File: src/rtl/bit_permute_pipe.sv
// Purpose : two-stage bit-permutation unit (pass / full reverse / group reverse /
//           half swap) with a parallel leading-zero count of the original operand.
// Latency : 2 cycles from input handshake to out_valid; one transaction per cycle.
// Backpressure: valid/ready per stage; a stalled stage holds its registers, and
//           in_ready drops only when both stages are full and out_ready is low.
//
// Ports:
//   clk, rst               clock, synchronous active-high reset
//   in_valid/in_ready      upstream handshake; in_data operand, in_mode permutation
//   out_valid/out_ready    downstream handshake
//   out_data               permuted operand
//   out_lzc, out_zero      leading-zero count / all-zero flag of the original operand
module bit_permute_pipe #(
    parameter int WIDTH = 23,
    parameter int GROUP = 8,
    localparam int LZW = $clog2(WIDTH + 1)
) (
    input  logic             clk,
    input  logic             rst,
    input  logic             in_valid,
    output logic             in_ready,
    input  logic [WIDTH-1:0] in_data,
    input  logic [1:0]       in_mode,
    output logic             out_valid,
    input  logic             out_ready,
    output logic [WIDTH-1:0] out_data,
    output logic [LZW-1:0]   out_lzc,
    output logic             out_zero
);

    // Half split shared by the half-swap permutation and the two-part LZC.
    localparam int H    = WIDTH / 2;
    localparam int LO_W = H;
    localparam int HI_W = WIDTH - H;

    localparam logic [1:0] MODE_PASS = 2'b00;
    localparam logic [1:0] MODE_REV  = 2'b01;
    localparam logic [1:0] MODE_GRP  = 2'b10;
    localparam logic [1:0] MODE_HSW  = 2'b11;

    // Source bit for output bit i in group-reverse mode. Groups start at bit 0;
    // the top group may be short and is mirrored within its own size.
    function automatic int grp_src(input int i);
        int base;
        int size;
        base = (i / GROUP) * GROUP;
        size = ((WIDTH - base) < GROUP) ? (WIDTH - base) : GROUP;
        return base + size - 1 - (i - base);
    endfunction

    // Leading zeros within the upper part; HI_W when the part is empty of ones.
    function automatic logic [LZW-1:0] lzc_hi(input logic [HI_W-1:0] v);
        logic [LZW-1:0] n;
        n = LZW'(HI_W);
        // Scanning upward, the highest set bit is the last one to overwrite n.
        for (int i = 0; i < HI_W; i++) begin
            if (v[i]) n = LZW'(HI_W - 1 - i);
        end
        return n;
    endfunction

    function automatic logic [LZW-1:0] lzc_lo(input logic [LO_W-1:0] v);
        logic [LZW-1:0] n;
        n = LZW'(LO_W);
        for (int i = 0; i < LO_W; i++) begin
            if (v[i]) n = LZW'(LO_W - 1 - i);
        end
        return n;
    endfunction

    // ------------------------------------------------------------------
    // Handshake
    // ------------------------------------------------------------------
    logic s1_v;
    logic s2_v;
    logic s1_adv;
    logic s2_adv;
    logic accept;

    assign s2_adv   = !s2_v || out_ready;
    assign s1_adv   = !s1_v || s2_adv;
    assign in_ready = s1_adv;
    assign accept   = in_valid && in_ready;

    // ------------------------------------------------------------------
    // Stage 1 combinational: permutation and per-half LZC summaries
    // ------------------------------------------------------------------
    logic [WIDTH-1:0] perm;
    logic [WIDTH-1:0] full_rev;
    logic [WIDTH-1:0] grp_rev;
    logic [WIDTH-1:0] half_swap;
    logic [HI_W-1:0]  in_hi;
    logic [LO_W-1:0]  in_lo;

    assign in_hi     = in_data[WIDTH-1:H];
    assign in_lo     = in_data[H-1:0];
    assign half_swap = {in_lo, in_hi};

    always_comb begin
        full_rev = '0;
        grp_rev  = '0;
        for (int i = 0; i < WIDTH; i++) begin
            full_rev[i] = in_data[WIDTH-1-i];
            grp_rev[i]  = in_data[grp_src(i)];
        end
    end

    always_comb begin
        perm = in_data;
        unique case (in_mode)
            MODE_PASS: perm = in_data;
            MODE_REV:  perm = full_rev;
            MODE_GRP:  perm = grp_rev;
            MODE_HSW:  perm = half_swap;
            default:   perm = in_data;
        endcase
    end

    // ------------------------------------------------------------------
    // Pipeline registers
    // ------------------------------------------------------------------
    logic [WIDTH-1:0] s1_data;
    logic             s1_zero;
    logic             s1_hi_any;
    logic [LZW-1:0]   s1_hi_lzc;
    logic [LZW-1:0]   s1_lo_lzc;

    logic [WIDTH-1:0] s2_data;
    logic [LZW-1:0]   s2_lzc;
    logic             s2_zero;

    always_ff @(posedge clk) begin
        if (rst) begin
            s1_v      <= 1'b0;
            s1_data   <= '0;
            s1_zero   <= 1'b0;
            s1_hi_any <= 1'b0;
            s1_hi_lzc <= '0;
            s1_lo_lzc <= '0;
            s2_v      <= 1'b0;
            s2_data   <= '0;
            s2_lzc    <= '0;
            s2_zero   <= 1'b0;
        end else begin
            if (s1_adv) begin
                s1_v <= accept;
                if (accept) begin
                    s1_data   <= perm;
                    s1_zero   <= (in_data == '0);
                    s1_hi_any <= |in_hi;
                    s1_hi_lzc <= lzc_hi(in_hi);
                    s1_lo_lzc <= lzc_lo(in_lo);
                end
            end
            if (s2_adv) begin
                s2_v <= s1_v;
                if (s1_v) begin
                    s2_data <= s1_data;
                    s2_zero <= s1_zero;
                    // Any one in the upper half decides the count; otherwise the
                    // whole upper half is zeros and the lower half continues it.
                    s2_lzc  <= s1_hi_any ? s1_hi_lzc : (LZW'(HI_W) + s1_lo_lzc);
                end
            end
        end
    end

    assign out_valid = s2_v;
    assign out_data  = s2_data;
    assign out_lzc   = s2_lzc;
    assign out_zero  = s2_zero;

endmodule

File: config.mk
export PLATFORM = sky130hd
export DESIGN_NAME = bit_permute_pipe
export DESIGN_NICKNAME = d
export VERILOG_FILES = /design/src/rtl/bit_permute_pipe.sv
export SDC_FILE = /design/constraint.sdc
export NUM_CORES = 1
export LEC_CHECK = 0
export CAP_MARGIN = 20
export CELL_PAD_IN_SITES_DETAIL_PLACEMENT = 0
export CELL_PAD_IN_SITES_GLOBAL_PLACEMENT = 2
export CORE_ASPECT_RATIO = 1.2
export CORE_MARGIN = 2
export CORE_UTILIZATION = 25
export DETAILED_ROUTE_END_ITERATION = 8
export PLACE_DENSITY = 0.75
export SLEW_MARGIN = 20
export SYNTH_ARGS = -nofsm -noshare
export SYNTH_HDL_FRONTEND = slang
export SYNTH_SLANG_ARGS = --single-unit
File: constraint.sdc
create_clock -name clk -period 2.55 [get_ports clk]
set_input_delay 0.51 -clock clk [delete_from_list [all_inputs] [get_ports clk]]
set_output_delay 0.51 -clock clk [all_outputs]
set_load 0.01 [all_outputs]
After elaboration in Yosys (flattened, before gate mapping)
Index checks and enable logic that the tools add are counted.

Register bits after elaboration: 66. Word-level logic and storage cells: 49. Input port bits: 29. Output and inout port bits: 31.

Mux-type cells: 25. Add/sub/neg operators: 1. Eq/ne operators: 3. Reductions and logical operators: 10.

Operators with widths (number): 5-bit 2-to-1 mux (22); 23-bit one-hot mux with 4 select lines (1); 23-bit zero test (1); 12-bit OR reduction (1); 4-bit by 5-bit adder with 5-bit output (first input constant) (1); 2-bit == test (second input constant) (2); 2-bit AND reduction (2); 3-bit 2-to-1 mux (1); 2-bit by 1-bit == test with 1-bit output (second input constant) (1); 1-bit zero test (2); 2-bit zero test (1); 1-bit logical OR (2); 1-bit logical AND (1); 1-bit 2-to-1 mux (1).

Longest topological paths before layout
Gate-level depths: netlist of run 1.

Word-level depth: 12. Gate-level depth with buffers: 7. Depth with buffers taken out: 5.

Worst setup path before layout of run 1
Ideal clock, no wire load.

Path type: input-to-reg. Start point: in in_mode[1]. End point: reg s1_data[10]. Path buffers: 2. Library setup time: 0.132 ns. Arrival: 1.550 ns. Cell stages on the path: 5. Setup slack: 0.868 ns. Data required time: 2.418 ns. Path through: buf_2 -> buf_4 -> mux4_1 -> nor2_1 -> nor3_1.

Word-level cells in the longest chain between the ends: 2. Elaborated cells between the ends (all ways): 5. Classes of those cells: eq/ne (3); mux (1); reduce/logical (1).

Ends and longest elaborated chain: from (decl) (line 23) `input logic [1:0] in_mode,`; 2-bit == test (tied with other cells) (line 110) `unique case (in_mode)`; 23-bit one-hot mux with 4 select lines (*) (line 110); to (signal assigned) (line 148) `s1_data <= perm;`; to (decl) (line 122) `logic [WIDTH-1:0] s1_data;`.

Every way passes the cells marked *; elsewhere a longest branch is shown, timed or not. A chain may end at the register's enable or synchronous reset.

Final worst setup path of run 1
Start point: in out_ready. End point: out in_ready.

Word-level cells in the longest chain between the ends: 2.

Ends and longest elaborated chain: from (decl) (line 25) `input logic out_ready,`; 1-bit logical OR (line 80) `assign s2_adv = !s2_v || out_ready;`; 1-bit logical OR (line 81) `assign s1_adv = !s1_v || s2_adv;`; to (decl) (line 21) `output logic in_ready,`.

No other way between the ends.

==> results of run 1 <==
-- metrics by stage --
stage          utilization, %  hold slack [ps]
2_1_floorplan               -            429.9
3_3_place_gp            32.37            443.8
3_5_place_dp            32.37            442.6
5_1_grt                 34.92            471.4
4_1_cts                 34.92            453.7
6_report                34.92            451.0
-- area by class of cell --
| class | instances | area, µm² |
|---|---|---|
| clock buffer | 13 | 270.3 |
| multi-input combinational | 251 | 1628 |
| inverter | 9 | 33.78 |
| sequential | 64 | 1281 |
| clock inverter | 2 | 37.54 |
| fill | 1249 | 7846 |
| timing repair buffer | 77 | 758.2 |
| tap | 161 | 201.4 |
-- final timing paths --
| path | startpoint | to | slack [ps] | cells after the start |
|---|---|---|---|---|
| max | out_ready | in_ready | 330 | 3 |
| min | s1_data[2]$_SDFFE_PP0P_ | out_data[2]$_SDFFE_PP0P_ | 450 | 2 |
| max reg2reg | s1_v$_SDFFE_PP0N_ | s1_lo_lzc[1]$_SDFFE_PP0P_ | 1040 | 4 |
| min reg2reg | s1_data[2]$_SDFFE_PP0P_ | out_data[2]$_SDFFE_PP0P_ | 450 | 2 |
-- cell families (layout without fill, tap and decap cells) --
kind of cell / after synthesis / count (layout) / synth area share [%]
multiplexers: 26 / 26 / 17.26
adder cells (fa/ha/maj): 1 / 1 / 0.4051
flip-flops: 64 / 64 / 41.49
AND/OR/NAND/NOR: 167 / 167 / 23.99
AO/OA/AOI/OAI: 57 / 57 / 11.06
buffers and inverters: 34 / 101 / 5.794
-- per-layer routing --
metal,track usage (%),up-vias,share of wire [%],routed length (µm)
met5,0,-,0,0
met3,2.640,16,4.6,390
met1,16.82,1321,44,3717
met4,7.451,0,3.0,257
met2,22.01,81,49,4171
li1,-,1355,-,-
-- layout by cell type (no fill, tap or decap), types with 2 or more instances in the layout --
cell             count
a211oi_1             4
a21oi_1             37
and2_1               2
buf_12               3
buf_4               15
clkbuf_16            9
clkbuf_8             3
clkdlybuf4s50_1     58
dfxtp_1             64
inv_1                9
mux2i_1              6
mux4_1               6
mux4_2              14
nand2_1             65
nand2b_1             4
nand3_1              4
nand3b_1             2
nor2_1              56
nor3_1              24
nor4_2               2
o211ai_1             2
o21ai_0              2
o31ai_1              2
or3_1                2
-- registers in the layout, indices dropped and copies added (netlist names) --
signal	flops
out_data	23
s1_data	23
out_lzc	5
s1_hi_lzc	4
s1_lo_lzc	4
out_valid	1
out_zero	1
s1_hi_any	1
s1_v	1
s1_zero	1
-- power groups by stage --
stage / Combinational (µW) / Sequential (µW) / Clock [µW]
final: 387 / 1080 / 1240
after global routing: 428 / 1090 / 1320
after CTS: 392 / 1080 / 1270
after detailed placement: 391 / 1100 / 0
after global placement: 390 / 1100 / 0
after floorplan: 210 / 1100 / 0
-- worst min-delay path, stage by stage (launching register included) --
cell and delay [ps]:
dfxtp_1 310, nand2_1 50, a21oi_1 50
==> summary.txt, run 1 <==
Outcome
  – Outcome: finished, final reports clean

Final layout
  – Diode count: 0
  – Final std cells w/o fill: 577
  – Final Cell Area: 0.004210 mm²
  – # nets final: 442
  – Share of cells above drive strength 1: 12.50%
  – Layout area overhead: 36.35%

Pwr
  – Peak VDD IR: 0.0002658 V
  – Switching power: 635.6 µW
  – Clock share of power: 45.8%
  – Pwr dens: 644.4 mW/mm²
  – Sw Ratio: 23.43%
  – Static Leakage: 0.001501 µW
  – Int Power: 2077 µW
  – Seq pwr share: 39.9%
  – Tot Pwr: 2713 µW
  – Logic gate share of total power: 14.3%

Critical path
  – Critical-path top delay cell: clkdlybuf4s50_1
  – Crit path launch type: primary input
  – Buf/Inv on CP: 2
  – Cell mode on critical path: clkdlybuf4s50_1
  – Crit Path Max Fanout: 4
  – Crit path DAT: 1710 ps
  – Worst EP required: 2040 ps
  – Top delay family on crit path: buffers and inverters
  – CP peak stage delay: 570 ps
  – Critical Path Sink Type: output pin
  – CP cell instances: clkdlybuf4s50_1 -> nand3b_1 -> clkdlybuf4s50_1
  – Crit path kind: in2out

Routing
  – Final WL: 8536 µm
  – Routed Antenna Nets: 0
  – Pre-antenna DRT Iters: 4
  – Vias per cell: 4.806
  – Iteration-0 DRC Markers: 117
  – Drt drc: 0
  – Wire per inst: 14.79 µm
  – DR vias: 2,773

Logic synthesis
  – Cell Area, Synth: 0.003088 mm²
  – Synth top area share: 41.49%
  – Avg Cell Area, Syn: 8.848 µm²
  – Number of synthesized flops with an enable pin: 0
  – Fraction of registers with async set or reset after synthesis: 0%
  – Yosys warns: 0
  – Most common cell in the netlist: nand2_1
  – Top cells by count, synth: nand2_1, dfxtp_1, nor2_1
  – Netlist cell types: 42
  – Synth area leader: dfxtp_1
  – Syn Nets: 379
  – Top cells by area, synth: dfxtp_1, mux4_2, nand2_1, nor2_1, a21oi_1
  – Post-synth top flop: dfxtp_1
  – Synth Instances: 349
  – Sequential fraction of the synthesis area: 41.49%
  – Number of synthesized register bits: 64

CTS
  – Clock sinks: 64
  – CTS Buf Count: 9
  – CTS tree: done
  – CTS Buffer Depth: 2
  – H-tree Lvls: 3
  – # hold bufs at CTS: 0
  – Clock transition at the registers of the reported paths: 50 ps
  – Post-CTS Resized: 0
  – Clk_lat worst skew: 320 ps
  – Post-CTS Setup Inserts: 0
  – Clk root buf: clkbuf_16

Floorplan
  – # IOs: 60
  – Core ar.: 0.01206 mm²
  – Num rows: 44
  – Die X: 105.5 µm
  – Initial cell density of the core: 25.61%
  – Die height: 125.7 µm
  – DIE AREA: 0.01326 mm²

STA
  – Final worst slack: 327.2 ps
  – RSZ-0062 raised after global routing: false
  – Max Slew Vio Count: 0
  – Period utilisation layout: 87.17%
  – Final min period: 2223 ps
  – Sum Neg Setup Slack: 0 ps
  – Final Hold Fails: 0
  – Worst-Margin Slew: 609.8 ps
  – Peak Freq: 0.4499 GHz
  – Final setup violation count: 0
  – Clock skew: 4.407 ps
  – Rel. slew slack: 59.35%

Place
  – Placed cell area: 0.003902 mm²
  – Port Buffer Count: 59
  – Post-place setup slack: 325.3 ps
  – Placed insts: 562
  – GP Congestion: 0.8784
  – Hpwl dp: 6421 µm

Run
  – Maxcap violations: 0

Global routing
  – First-pass GRT wire length: 14,200 µm
  – Largest net degree at the start of global routing: 31
  – All-layer global routing usage: 13.55%
  – Initial antenna violation count: 0
  – Total congestion overflow: 0
  – Vias in the first global route: 2,765

Min path
  – Hold Path Class: reg2reg
Power figures use the tool's default switching activity.
==> inputs of run 2 (changes only) <==
Settings changed: CORE_MARGIN 2 to 4.
==> run 2 against run 1 <==
Net effect: non-clock buffer count decreased by 2; combinational power is 1% lower; worst setup slack improved by 0.94 ps; register-to-register slack better by 80 ps; global-route usage fell by 0.86 points; total power fell by 3.2%; highest routed layer unchanged; final cell count is 0.35% lower; first-iteration DRC count rose by 43%; wire length grew 0.84%; clock skew about the same.
==> summary.txt, run 2 (same netlist as run 1, synthesis figures left out) <==
CTS
  – CTS Buf Count: 9 (unchanged)
  – # hold bufs at CTS: 0 (unchanged)
  – H-tree Lvls: 3 (unchanged)
  – Clock transition at the registers of the reported paths: 50 ps (about the same)
  – Clk_lat worst skew: 320 ps (about the same)
  – Post-CTS Resized: 0 (unchanged)
  – Clock sinks: 64 (unchanged)
  – CTS tree: done (unchanged)
  – Post-CTS Setup Inserts: 0 (unchanged)
  – CTS Buffer Depth: 2 (unchanged)
  – Clk root buf: clkbuf_16 (unchanged)

Floorplan
  – Num rows: 44 (unchanged)
  – Core ar.: 0.01211 mm² (was 0.01206 mm²)
  – # IOs: 60 (unchanged)
  – Die height: 129.7 µm (was 125.7 µm)
  – DIE AREA: 0.01420 mm² (was 0.01326 mm²)
  – Die X: 109.5 µm (was 105.5 µm)
  – Initial cell density of the core: 25.50% (was 25.61%)

STA
  – Max Slew Vio Count: 0 (unchanged)
  – Min Hold Slack: 452.4 ps (was 451.0 ps)
  – RSZ-0062 raised after global routing: false (unchanged)
  – Final min period: 2222 ps (was 2223 ps)
  – Peak Freq: 0.4501 GHz (was 0.4499 GHz)
  – Sum Neg Setup Slack: 0 ps (unchanged)
  – Final setup violation count: 0 (unchanged)
  – Period utilisation layout: 87.13% (was 87.17%)
  – Clock skew: 4.753 ps (was 4.407 ps)
  – Rel. slew slack: 49.62% (was 59.35%)
  – Worst-Margin Slew: 755.6 ps (was 609.8 ps)
  – Final Hold Fails: 0 (unchanged)

Critical path
  – Cell mode on critical path: clkdlybuf4s50_1 (unchanged)
  – Crit path launch type: primary input (unchanged)
  – CP cell instances: clkdlybuf4s50_1 -> nand3b_1 -> clkdlybuf4s50_1 (unchanged)
  – Crit Path Max Fanout: 4 (unchanged)
  – CP peak stage delay: 560 ps (was 570 ps)
  – Worst r2r src: s1_v$_SDFFE_PP0N_ (unchanged)
  – Crit path DAT: 1710 ps (about the same)
  – FF-to-FF path depth: 6 (was 4)
  – Buf/Inv on CP: 2 (unchanged)
  – Reg2reg end: s1_data[15]$_SDFFE_PP0P_ (was s1_lo_lzc[1]$_SDFFE_PP0P_)
  – Critical Path Sink Type: output pin (unchanged)
  – Worst EP required: 2040 ps (about the same)
  – Top delay family on crit path: buffers and inverters (unchanged)
  – Worst path depth: 3 (unchanged)
  – Critical-path top delay cell: clkdlybuf4s50_1 (unchanged)
  – R2r setup slk: 1120 ps (was 1040 ps)
  – Crit path kind: in2out (unchanged)

Final layout
  – Share of cells above drive strength 1: 12.32% (was 12.50%)
  – Diode count: 0 (unchanged)
  – Layout area overhead: 34.97% (was 36.35%)
  – # nets final: 440 (was 442)
  – Finished Core Util: 34.41% (was 34.92%)
  – Most common cell after layout, fill and taps aside: nand2_1 (unchanged)
  – Final Cell Area: 0.004168 mm² (was 0.004210 mm²)
  – Most frequent cells in the layout: nand2_1, dfxtp_1, clkdlybuf4s50_1 (unchanged)

Min path
  – WHS Endpoint: out_data[22]$_SDFFE_PP0P_ (was out_data[2]$_SDFFE_PP0P_)
  – Hold Path Class: reg2reg (unchanged)
  – Hold Path Origin: out_data[22]$_SDFFE_PP0P_ (was s1_data[2]$_SDFFE_PP0P_)
  – WHS Path Cells: 2 (unchanged)

Global routing
  – Total congestion overflow: 0 (unchanged)
  – First-pass GRT wire length: 13,910 µm (was 14,200 µm)
  – Vias in the first global route: 2,761 (was 2,765)
  – All-layer global routing usage: 12.69% (was 13.55%)
  – Initial antenna violation count: 0 (unchanged)
  – Largest net degree at the start of global routing: 40 (was 31)

Routing
  – Vias per cell: 4.732 (was 4.806)
  – Drt drc: 0 (unchanged)
  – DR vias: 2,721 (was 2,773)
  – Routed wl met3: 457 µm (was 390 µm)
  – Final WL: 8608 µm (was 8536 µm)
  – Met1 WL: 3678 µm (was 3717 µm)
  – Routed Antenna Nets: 0 (unchanged)
  – Met2 routed WL: 4278 µm (was 4171 µm)
  – Wire per inst: 14.97 µm (was 14.79 µm)
  – Top layer in use: met4 (unchanged)
  – Pre-antenna DRT Iters: 4 (unchanged)
  – Iteration-0 DRC Markers: 167 (was 117)

Place
  – Port Buffer Count: 59 (unchanged)
  – Placed cell area: 0.003875 mm² (was 0.003902 mm²)
  – Hpwl dp: 6491 µm (was 6421 µm)
  – GP Congestion: 0.8527 (was 0.8784)

Outcome
  – Outcome: finished, final reports clean (unchanged)

Pwr
  – Peak VDD IR: 0.0002213 V (was 0.0002658 V)
  – Pwr dens: 630.0 mW/mm² (was 644.4 mW/mm²)
  – Static Leakage: 0.001484 µW (was 0.001501 µW)

Run
  – Maxcap violations: 0 (unchanged)
[run 2: layer usage]
metal | vias to the layer above | global-route usage [%]
li1 | 1350 | -
met1 | 1268 | 15.22
met2 | 87 | 21.88
met3 | 16 | 2.573
met4 | 0 | 5.503
met5 | - | 0
[run 2: worst max path at each step]
stage | start | endpoint | slack [ps]
floorplan | in_mode[1] | s1_data[10]$_SDFFE_PP0P_ | 870
global placement | out_ready | in_ready | 340
detailed placement | out_ready | in_ready | 330
CTS | out_ready | in_ready | 320
global route | out_ready | in_ready | 290
finish | out_ready | in_ready | 330
[run 2: where the power goes]
part           switching [µW]  internal, µW  leakage (µW)  total, µW
logic                     195           187      0.000815        382
clock network             404           755      0.000144       1160
registers                29.3          1050      0.000525       1080
[run 2: tightest hold or removal path, stage by stage (launching register included)]
cell     delay [ps]
dfxtp_1         300
nand2_1          50
a21oi_1          50
[run 2: through the flow]
stage | total power, µW | worst slack (ps) | instances
final | 2626 | 328.1 | 575
after global routing | 2748 | 286.6 | 575
after CTS | 2662 | 319.7 | 575
after detailed placement | 1492 | 329.1 | 560
after global placement | 1490 | 343.2 | 560
after floorplan | 1314 | 868.2 | 349
[run 2: cell type report]
| class | instances | area (µm²) |
|---|---|---|
| clock inverter | 2 | 12.51 |
| inverter | 9 | 33.78 |
| sequential | 64 | 1281 |
| fill | 1310 | 7944 |
| timing repair buffer | 75 | 730.7 |
| tap | 161 | 201.4 |
| multi-input combinational | 251 | 1628 |
| clock buffer | 13 | 280.3 |
==> inputs of run 3 (changes only) <==
Settings changed: SLEW_MARGIN 20 to default.
==> results of run 3 <==
The final DEF is identical to that of run 2; final timing and power are the same.
